File: src/rtl/alu_sequencer.sv
// alu_sequencer: one-at-a-time request/response sequencer around the external combinational 32-bit ALU.
// Define ALU_SEQUENCER_MUL_EN to build the iterative shift-add multiply (op 9); otherwise op 9 traps as illegal.
module alu_sequencer (
  input  logic        clk,
  input  logic        reset,
  input  logic        in_valid,
  output logic        in_ready,
  input  logic [3:0]  in_op,
  input  logic [31:0] in_a,
  input  logic [31:0] in_b,
  output logic [2:0]  alu_command,
  output logic [31:0] alu_operand_a,
  output logic [31:0] alu_operand_b,
  input  logic [31:0] alu_result,
  input  logic        alu_iszero,
  input  logic        alu_overflow,
  output logic        out_valid,
  input  logic        out_ready,
  output logic [31:0] out_result,
  output logic        out_zero,
  output logic [1:0]  out_status
);

  localparam logic [3:0] OP_ADD  = 4'd0;
  localparam logic [3:0] OP_ADDU = 4'd1;
  localparam logic [3:0] OP_SUB  = 4'd2;
  localparam logic [3:0] OP_SUBU = 4'd3;
  localparam logic [3:0] OP_AND  = 4'd4;
  localparam logic [3:0] OP_OR   = 4'd5;
  localparam logic [3:0] OP_XOR  = 4'd6;
  localparam logic [3:0] OP_NOR  = 4'd7;
  localparam logic [3:0] OP_SLT  = 4'd8;
  localparam logic [3:0] OP_MUL  = 4'd9;

  localparam logic [2:0] CMD_ADD = 3'd0;
  localparam logic [2:0] CMD_SUB = 3'd1;
  localparam logic [2:0] CMD_XOR = 3'd2;
  localparam logic [2:0] CMD_SLT = 3'd3;
  localparam logic [2:0] CMD_AND = 3'd4;
  localparam logic [2:0] CMD_NOR = 3'd6;
  localparam logic [2:0] CMD_OR  = 3'd7;

  localparam logic [1:0] ST_OK      = 2'd0;
  localparam logic [1:0] ST_OVF     = 2'd1;
  localparam logic [1:0] ST_ILLEGAL = 2'd2;

  typedef enum logic [1:0] {
    S_IDLE = 2'd0,
    S_EXEC = 2'd1,
    S_DONE = 2'd2
`ifdef ALU_SEQUENCER_MUL_EN
    , S_MUL = 2'd3
`endif
  } state_t;

  // Map an opcode onto the ALU command encoding; anything not single-pass maps to ADD.
  function automatic logic [2:0] op_to_cmd(input logic [3:0] op);
    case (op)
      OP_ADD, OP_ADDU: op_to_cmd = CMD_ADD;
      OP_SUB, OP_SUBU: op_to_cmd = CMD_SUB;
      OP_AND:          op_to_cmd = CMD_AND;
      OP_OR:           op_to_cmd = CMD_OR;
      OP_XOR:          op_to_cmd = CMD_XOR;
      OP_NOR:          op_to_cmd = CMD_NOR;
      OP_SLT:          op_to_cmd = CMD_SLT;
      OP_MUL:          op_to_cmd = CMD_ADD;
      default:         op_to_cmd = CMD_ADD;
    endcase
  endfunction

  state_t      state_r, state_n;
  logic [3:0]  op_r, op_n;
  logic [2:0]  cmd_n;
  logic [31:0] opa_n, opb_n;
  logic        in_ready_n, out_valid_n, zero_n;
  logic [31:0] result_n;
  logic [1:0]  status_n;
  logic [31:0] exec_result_s;
  logic [1:0]  exec_status_s;
  logic        accept_s, respond_s;
  logic        unused_s;
`ifdef ALU_SEQUENCER_MUL_EN
  logic [31:0] acc_r, acc_n, m_r, m_n, q_r, q_n;
  logic [4:0]  cnt_r, cnt_n;
`endif

  assign accept_s  = in_valid & in_ready;
  assign respond_s = out_valid & out_ready;
  // Zero flag is derived from the registered result, so the ALU's own flag is not needed.
  assign unused_s  = alu_iszero;

  // Result correction and status for single-pass ops; the operand registers still hold a and b in EXEC.
  always_comb begin
    exec_result_s = alu_result;
    exec_status_s = ST_OK;
    case (op_r)
      OP_ADD: begin
        if (alu_overflow) begin
          exec_status_s = ST_OVF;
        end else begin
          exec_status_s = ST_OK;
        end
      end
      OP_SUB: begin
        if ((alu_operand_a[31] != alu_operand_b[31]) && (alu_result[31] != alu_operand_a[31])) begin
          exec_status_s = ST_OVF;
        end else begin
          exec_status_s = ST_OK;
        end
      end
      OP_SLT: begin
        if (alu_operand_a[31] != alu_operand_b[31]) begin
          exec_result_s = {31'd0, alu_operand_a[31]};
        end else begin
          exec_result_s = alu_result;
        end
      end
      OP_ADDU, OP_SUBU, OP_AND, OP_OR, OP_XOR, OP_NOR: exec_status_s = ST_OK;
      default: begin
        exec_result_s = 32'd0;
        exec_status_s = ST_ILLEGAL;
      end
    endcase
  end

  // Next-state and next register values; ALU inputs fall back to ADD, 0, 0 unless the next state uses the ALU.
  always_comb begin
    state_n     = state_r;
    op_n        = op_r;
    cmd_n       = CMD_ADD;
    opa_n       = 32'd0;
    opb_n       = 32'd0;
    in_ready_n  = in_ready;
    out_valid_n = out_valid;
    result_n    = out_result;
    zero_n      = out_zero;
    status_n    = out_status;
`ifdef ALU_SEQUENCER_MUL_EN
    acc_n = acc_r;
    m_n   = m_r;
    q_n   = q_r;
    cnt_n = cnt_r;
`endif
    case (state_r)
      S_IDLE: begin
        if (accept_s) begin
          op_n       = in_op;
          in_ready_n = 1'b0;
          if (in_op <= OP_SLT) begin
            state_n = S_EXEC;
            cmd_n   = op_to_cmd(in_op);
            opa_n   = in_a;
            opb_n   = in_b;
`ifdef ALU_SEQUENCER_MUL_EN
          end else if (in_op == OP_MUL) begin
            state_n = S_MUL;
            acc_n   = 32'd0;
            m_n     = in_a;
            q_n     = in_b;
            cnt_n   = 5'd0;
            cmd_n   = CMD_ADD;
            opa_n   = 32'd0;
            opb_n   = in_b[0] ? in_a : 32'd0;
`endif
          end else begin
            state_n     = S_DONE;
            out_valid_n = 1'b1;
            result_n    = 32'd0;
            zero_n      = 1'b1;
            status_n    = ST_ILLEGAL;
          end
        end else begin
          state_n = S_IDLE;
        end
      end
      S_EXEC: begin
        state_n     = S_DONE;
        out_valid_n = 1'b1;
        result_n    = exec_result_s;
        zero_n      = (exec_result_s == 32'd0);
        status_n    = exec_status_s;
      end
`ifdef ALU_SEQUENCER_MUL_EN
      S_MUL: begin
        acc_n = alu_result;
        m_n   = m_r << 1;
        q_n   = q_r >> 1;
        cnt_n = cnt_r + 5'd1;
        if (cnt_r == 5'd31) begin
          state_n     = S_DONE;
          out_valid_n = 1'b1;
          result_n    = alu_result;
          zero_n      = (alu_result == 32'd0);
          status_n    = ST_OK;
        end else begin
          // Present the next partial-product add straight from the updated multiplier registers.
          cmd_n = CMD_ADD;
          opa_n = alu_result;
          opb_n = q_r[1] ? (m_r << 1) : 32'd0;
        end
      end
`endif
      S_DONE: begin
        if (respond_s) begin
          state_n     = S_IDLE;
          out_valid_n = 1'b0;
          in_ready_n  = 1'b1;
        end else begin
          state_n = S_DONE;
        end
      end
      default: begin
        state_n     = S_IDLE;
        in_ready_n  = 1'b1;
        out_valid_n = 1'b0;
      end
    endcase
  end

  // State and registered outputs; reset drops any in-flight op, even over a same-cycle handshake.
  always_ff @(posedge clk) begin
    if (reset) begin
      state_r       <= S_IDLE;
      op_r          <= 4'd0;
      alu_command   <= CMD_ADD;
      alu_operand_a <= 32'd0;
      alu_operand_b <= 32'd0;
      in_ready      <= 1'b1;
      out_valid     <= 1'b0;
      out_result    <= 32'd0;
      out_zero      <= 1'b0;
      out_status    <= ST_OK;
`ifdef ALU_SEQUENCER_MUL_EN
      acc_r <= 32'd0;
      m_r   <= 32'd0;
      q_r   <= 32'd0;
      cnt_r <= 5'd0;
`endif
    end else begin
      state_r       <= state_n;
      op_r          <= op_n;
      alu_command   <= cmd_n;
      alu_operand_a <= opa_n;
      alu_operand_b <= opb_n;
      in_ready      <= in_ready_n;
      out_valid     <= out_valid_n;
      out_result    <= result_n;
      out_zero      <= zero_n;
      out_status    <= status_n;
`ifdef ALU_SEQUENCER_MUL_EN
      acc_r <= acc_n;
      m_r   <= m_n;
      q_r   <= q_n;
      cnt_r <= cnt_n;
`endif
    end
  end

endmodule

File: config.mk
export PLATFORM = sky130hd
export DESIGN_NAME = alu_sequencer
export DESIGN_NICKNAME = d
export VERILOG_FILES = /design/src/rtl/alu_sequencer.sv
export SDC_FILE = /design/constraint.sdc
export NUM_CORES = 1
export LEC_CHECK = 0
export ABC_AREA = 1
export ABC_CLOCK_PERIOD_IN_PS = 3260
export CORE_UTILIZATION = 43
export CTS_BUF_LIST = sky130_fd_sc_hd__clkbuf_16
export CTS_CLUSTER_DIAMETER = 150
export CTS_CLUSTER_SIZE = 8
export DETAILED_ROUTE_END_ITERATION = 16
export MAX_ROUTING_LAYER = met4
export PLACE_DENSITY = 0.95
export SLEW_MARGIN = 5
export SYNTH_ARGS = -nofsm -noshare
export SYNTH_HDL_FRONTEND = slang
export SYNTH_SLANG_ARGS = --single-unit
File: constraint.sdc
create_clock -name clk -period 3.26 [get_ports clk]
set_input_delay 0.978 -clock clk [delete_from_list [all_inputs] [get_ports clk]]
set_output_delay 0.978 -clock clk [all_outputs]
set_load 0.02 [all_outputs]
# == Yosys cells after proc, flatten, opt, wreduce, memory -nomap -nowiden ==
# Memories as Yosys holds them, arrays and structs flattened. A register that Yosys moved wholly into a read port is not among the register bits.
# Cells that the tools add are included.
# word_totals
elab_cells,67
memories,1
mem_bits_ro,48
ff_bits,107
# op_classes
bitwise_logic,6
order_cmp,1
n_eq_ne,15
reduce_logical,12
muxes,23
# memory_table
memory,words,width,read_ports,rd_ports_with_merged_regs,write_ports,line,text
(no name shown),16,3,1,1,0,58,case (op)
# op_table
operator,n
32-bit case mux with 2 select lines,2
32-bit two-way mux,3
32-bit logical NOT,1
"4-bit by 3-bit equality test with 1-bit output, second input constant",4
2-bit case mux with 3 select lines,2
2-bit two-way mux,5
3-bit AND reduction,3
"4-bit by 2-bit equality test with 1-bit output, second input constant",2
8-bit OR reduction,1
1-bit two-way mux,7
7-bit OR reduction,1
"2-bit inequality test, second input constant",3
1-bit case mux with 3 select lines,2
"4-bit by 1-bit equality test with 1-bit output, second input constant",1
"4-bit equality test, second input constant",1
"4-bit <= comparator, second input constant",1
4-bit logical NOT,1
1-bit inverter,4
2-bit case mux with 2 select lines,1
4-bit OR reduction,1
1-bit bitwise AND,2
"2-bit by 1-bit equality test with 1-bit output, second input constant",1
"2-bit equality test, second input constant",1
2-bit logical NOT,1
5 further kinds,6

# == Logic depth before layout (Yosys ltp) ==
# Gate-level depths: netlist of run 1.
# depth
ltp_word,5
mapped_depth,11
mapped_depth_nobuf,11

# == Worst setup path after synthesis of run 1 ==
# Ideal clock, no wire load.
# synth_path
path_kind,input to register
start,input port in_op[0]
end,register out_result[10]
path_slack_ns,1.192
t_arrival_ns,1.997
t_required_ns,3.189
cell_stages,10
path_buffers,1
cell_sequence,inv_1 -> nand2_1 -> nor3_4 -> nor2_2 -> o21bai_2 -> nor2_2 -> inv_4 -> buf_12 -> nand2_4 -> a21oi_2
# synth_via
elab_chain_len,3
# synth_rtl
element,line,text
"start, declared",8,"input logic [3:0] in_op,"
4-bit <= comparator,149,if (in_op <= OP_SLT) begin
2-bit inequality test (no source line),n/a,
3-bit AND reduction (no source line),n/a,
"end signal, assigned",247,out_result <= result_n;
"end, declared",19,"output logic [31:0] out_result,"
# Every way passes these cells.
# A chain may end at the register's enable or synchronous reset.

# == Final worst setup path of run 1 ==
# layout_path
start,input port in_op[1]
end,register alu_operand_a[20]
# layout_via
elab_chain_len,3
# layout_rtl
element,line,text
4-bit <= comparator,149,
1-bit inverter (no source line),n/a,
4-bit OR reduction (no source line),n/a,
"end signal, assigned",243,alu_operand_a <= opa_n;
"end, declared",12,"output logic [31:0] alu_operand_a,"
# Every way passes these cells.

==> results of run 1 <==
## area by class of cell
cell class	count	share of cell area [%]
repair buffers	213	32.3
flip-flops and latches	110	33.3
well taps	129	2.44
multi-input cells	255	23.3
inverters	80	4.57
clock buffers	9	3.40
clock inverters	7	0.737
## worst paths after layout
kind	from	to	slack [ns]
worst min-delay path	out_result[25]	out_result[25]	0.47
worst max register to register	alu_operand_a[31]	out_result[2]	1.13
worst min register to register	out_result[25]	out_result[25]	0.47
worst max-delay path	in_op[1]	alu_operand_a[20]	0.48
## Yosys cell counts, drive strengths merged
library cell | instances | area, sq um
nand3 | 37 | 190
nand2 | 61 | 447
dfxtp | 110 | 2200
clkbuf | 10 | 37.5
o21ai | 10 | 50.1
o21bai | 1 | 11.3
inv | 80 | 303
o211ai | 17 | 128
o21a | 1 | 7.51
nor3 | 3 | 37.5
nor2 | 82 | 345
buf | 12 | 135
a21oi | 43 | 324
## power by group
part / internal (mW) / switching [mW] / total, mW
sequential: 1.41 / 0.0395 / 1.45
combinational: 0.307 / 0.336 / 0.643
clock: 0.522 / 0.488 / 1.01
## per-layer routing
layer / wire, microns / vias up
li1: - / 1848
met1: 4390 / 1746
met2: 6030 / 166
met3: 904 / 21
met4: 198 / 0
met5: 0 / -
## state kept, by name, indices dropped and copies added (netlist names)
signal and count:
out_result 32, out_valid 1, alu_operand_b 32, out_status 2, alu_operand_a 32, state_r 2, out_zero 1, in_ready 1
op_r 4, alu_command 3
## logic make-up after synthesis
family                 count (synthesis)
flip-flops                           110
buffers and inverters                102
AO/OA/AOI/OAI                         72
AND/OR/NAND/NOR                      183
## through the flow
| stage | setup slack [ns] | utilization (%) | std cells | hold WS (ns) | cell area (sq um) |
|---|---|---|---|---|---|
| floorplan | 1.19 | - | 467 | 0.486 | 4220 |
| global placement | 0.291 | 67.7 | 787 | 0.453 | 6350 |
| detailed placement | 0.0918 | 67.7 | 787 | 0.462 | 6350 |
| CTS | 0.443 | 70.7 | 803 | 0.471 | 6620 |
| global route | 0.310 | 70.7 | 803 | 0.495 | 6620 |
| finish | 0.483 | 70.7 | 803 | 0.466 | 6620 |
## critical path: stages
cell and delay (ns):
clkdlybuf4s50_1 0.51, inv_2 0.07, nand2_1 0.13, nor3_4 0.06, nor2_2 0.17, nor3_4 0.06
inv_2 0.80, nor2_1 0.12
==> flow_summary.json, run 1 <==
{
  "final_nets": 775,
  "worstPathArrival_ns": 2.94,
  "fillers": 690,
  "leakage_nw": 2.73,
  "cap_viol_max_count": 0,
  "start_kind": "input port",
  "initial_utilization_pct": 45.0,
  "synth_seq_cells": 110,
  "busiest_layer": "met2",
  "dr.pass1.iters": 4,
  "dp_hpwl_microns": 8800,
  "hold_viol": 0,
  "io_buffers": 208,
  "hold_path_class": "reg -> reg",
  "antenna_left": 0,
  "via_count": 3781,
  "grt_overflow": 0,
  "rows": 35,
  "clock-root-buffer": "clkbuf_16",
  "viasPerCell": 4.71,
  "cp_max_fo": 66,
  "max_slew_margin_pct": 24.4,
  "finalPower_mw": 3.10,
  "areaGrowthSynthToFinish_pct": 57.0,
  "finalCriticalPeriod_ns": 2.78,
  "worst_slew_pin_slew_ns": 1.13,
  "use_met3_pct": 5.76,
  "ir_worst_vdd_mv": 0.324,
  "synth_fp_nets": 573,
  "slew_violations": 0,
  "tritoncts": "done",
  "met1_usage_pct": 23.7,
  "synth_top_family_by_area": "simple AND/OR/NAND/NOR gates",
  "clk_path_buf_depth": 2,
  "min_period_over_period_pct": 85.2,
  "die_w_microns": 101,
  "synth_compound_area_share_pct": 12.3,
  "rsz0062_at_grt": "no",
  "grt_max_degree": 67,
  "io_pins": 210,
  "die_area_sq_um": 10200,
  "drc_errors": 0,
  "clock-sinks": 110,
  "grt_pass1_vias": 3931,
  "synth_xor_area_share_pct": 0,
  "synth_cells": 467,
  "crit_type": "in -> reg",
  "tns_ns": 0,
  "synth-simple-area-share_pct": 24.2,
  "worstPathRequired_ns": 3.42,
  "numCtsBuffers": 9,
  "multi_input_comb_area_sq_um": 1540,
  "netlist_area_sq_um": 4220,
  "grt_pass1_wl_microns": 18000,
  "gp_congestion": 0.801,
  "drt_iter0_drc": 72,
  "ys_seq_area_share_pct": 52.2,
  "syn_avg_cell_area_sq_um": 9.03,
  "regArea_sq_um": 2200,
  "fin_skew_ns": 0.00937,
  "drive_gt1_share_pct": 15.4,
  "hold-path-cell-count": 2,
  "end_kind": "flop",
  "clk_pin_slew_worst_paths_ns": 0.07,
  "ys_types": 24,
  "fp.dieH_microns": 101,
  "track_usage_pct": 23.3,
  "grt_antenna_before_repair": 0,
  "routedWlPerCell_microns": 14.3,
  "synthAdderAreaFrac_pct": 0,
  "power_density_nw_per_um2": 468,
  "yosys_warnings": 0,
  "totalWireLength_microns": 11500,
  "final_common_cell": "clkdlybuf4s50_1",
  "finalSetupViolations": 0,
  "layout_common_cells": "207 x clkdlybuf4s50_1, 110 x dfxtp_1, 73 x inv_1",
  "cts_hold_buf": 0,
  "synth_mux_area_share_pct": 0,
  "clkLatencyLatePin_ns": 0.33,
  "antennaDiodeCount": 0,
  "core_sq_um": 9370,
  "use_met2_pct": 43.4,
  "status": "finished, final reports clean",
  "reg2reg_depth": 6,
  "cts_setup_buffers": 0,
  "cts_resized": 0,
  "fmax_mhz": 360,
  "cts_max_level": 3
}
(Power assumes the default switching activity.)
==> run 2: changes to the inputs <==
CORE_MARGIN = 2   (was not set)
SKIP_LAST_GASP = 1   (was not set)
==> run 2 against run 1 <==
Clock skew is 0.0032 ns lower. Via count is 1.8% lower. Sequential share of layout area hardly changed. Design area hardly changed. Clock power hardly changed. Wire length is 0.20% higher. Critical path depth stayed put. Fmax is 1.1% higher. Core utilization is 2.0 points lower. Die area is 4.0% higher. Worst setup slack better by 0.031 ns. Critical path type unchanged. Critical endpoint is now alu_operand_a[29]. Largest cell class unchanged.
==> flow_summary.json, run 2 (synthesized netlist as in run 1, its figures left out) <==
{
  "status": "finished, final reports clean",
  "top_regs": "alu_operand_a: 32 flops, alu_operand_b: 32 flops, out_result: 32 flops",
  "hold_path_class": "reg -> reg",
  "post-place-ws_ns": 0.163,
  "crit_type": "in -> reg",
  "cap_viol_max_count": 0,
  "routedWlPerCell_microns": 14.3,
  "grt_pass1_wl_microns": 17100,
  "antenna_left": 0,
  "leakage_nw": 2.72,
  "slew_violations": 0,
  "via_count": 3714,
  "start_kind": "input port",
  "dr.pass1.iters": 4,
  "clock-sinks": 110,
  "power_density_nw_per_um2": 468,
  "max_slew_margin_pct": 22.6,
  "track_usage_pct": 21.7,
  "finalCriticalPeriod_ns": 2.75,
  "cts_resized": 0,
  "clkLatencyLatePin_ns": 0.34,
  "end_kind": "flop",
  "final_common_cell": "clkdlybuf4s50_1",
  "io_buffers": 208,
  "initial_utilization_pct": 43.8,
  "worst_slack_ns": 0.514,
  "hold_viol": 0,
  "tns_ns": 0,
  "cp_max_fo": 66,
  "tritoncts": "done",
  "min_period_over_period_pct": 84.2,
  "clk_path_buf_depth": 2,
  "rsz0062_at_grt": "no",
  "grt_max_degree": 67,
  "fp.dieH_microns": 103,
  "cts_setup_buffers": 0,
  "die_w_microns": 103,
  "cts_hold_buf": 0,
  "rows": 36,
  "worstPathRequired_ns": 3.44,
  "areaGrowthSynthToFinish_pct": 56.9,
  "cts_max_level": 3,
  "grt_overflow": 0,
  "drive_gt1_share_pct": 15.4,
  "grt_antenna_before_repair": 0,
  "core_sq_um": 9640,
  "fmax_mhz": 364,
  "final_nets": 775,
  "drc_errors": 0,
  "io_pins": 210,
  "die_area_sq_um": 10600,
  "dp_hpwl_microns": 8770,
  "clock-root-buffer": "clkbuf_16",
  "finalSetupViolations": 0,
  "ir_worst_vdd_mv": 0.255,
  "finalPower_mw": 3.10,
  "worst_slew_pin_slew_ns": 1.16,
  "numCtsBuffers": 9,
  "fin_skew_ns": 0.00614,
  "grt_pass1_vias": 3650,
  "layout_common_cells": "207 x clkdlybuf4s50_1, 110 x dfxtp_1, 74 x inv_1",
  "viasPerCell": 4.60,
  "gp_congestion": 0.812,
  "drt_iter0_drc": 66,
  "worstPathArrival_ns": 2.92,
  "antennaDiodeCount": 0,
  "totalWireLength_microns": 11500,
  "clk_pin_slew_worst_paths_ns": 0.07
}
## run 2: metal layers
metal  global-route usage, %  routed length [microns]  up-vias
met3                    6.44                      978       13
met1                    23.9                     4570     1702
met4                    8.20                      159        0
li1                        -                        -     1844
met2                    37.1                     5840      155
met5                       -                        0        -
## run 2: report_power, final
group          switching (mW)  total [mW]  internal (mW)
sequential             0.0417        1.45           1.41
clock                   0.491        1.01          0.520
combinational           0.334       0.635          0.301
total                   0.867        3.10           2.23
## run 2: final cells by class
type	count	area [sq um]
inverters	80	303
repair buffers	213	2130
clock inverters	7	50.0
flip-flops and latches	110	2200
well taps	133	166
clock buffers	9	225
fillers	735	3020
multi-input cells	255	1540
## run 2: path summary, 6_finish.rpt
| check | cells past startpoint | start | end | slack [ns] |
|---|---|---|---|---|
| hold reg to reg | 2 | out_result[24] | out_result[24] | 0.46 |
| setup reg to reg | 6 | alu_operand_a[31] | out_result[13] | 1.14 |
| setup / recovery | 8 | in_op[1] | alu_operand_a[29] | 0.51 |
| hold / removal | 2 | out_result[24] | out_result[24] | 0.46 |
## run 2: per-stage QoR
step / instance area (sq um) / hold WS [ns] / util (%) / instances
after floorplan: 4220 / 0.486 / - / 467
after global placement: 6340 / 0.452 / 65.8 / 791
after detailed placement: 6340 / 0.454 / 65.8 / 791
after CTS: 6620 / 0.463 / 68.6 / 807
after global routing: 6620 / 0.494 / 68.6 / 807
final: 6620 / 0.465 / 68.6 / 807
## run 2: worst max-delay path, stage by stage
cell	delay (ns)
clkdlybuf4s50_1	0.50
inv_2	0.06
nand2_1	0.13
nor3_4	0.06
nor2_2	0.17
nor3_4	0.06
inv_2	0.81
nor2_1	0.12
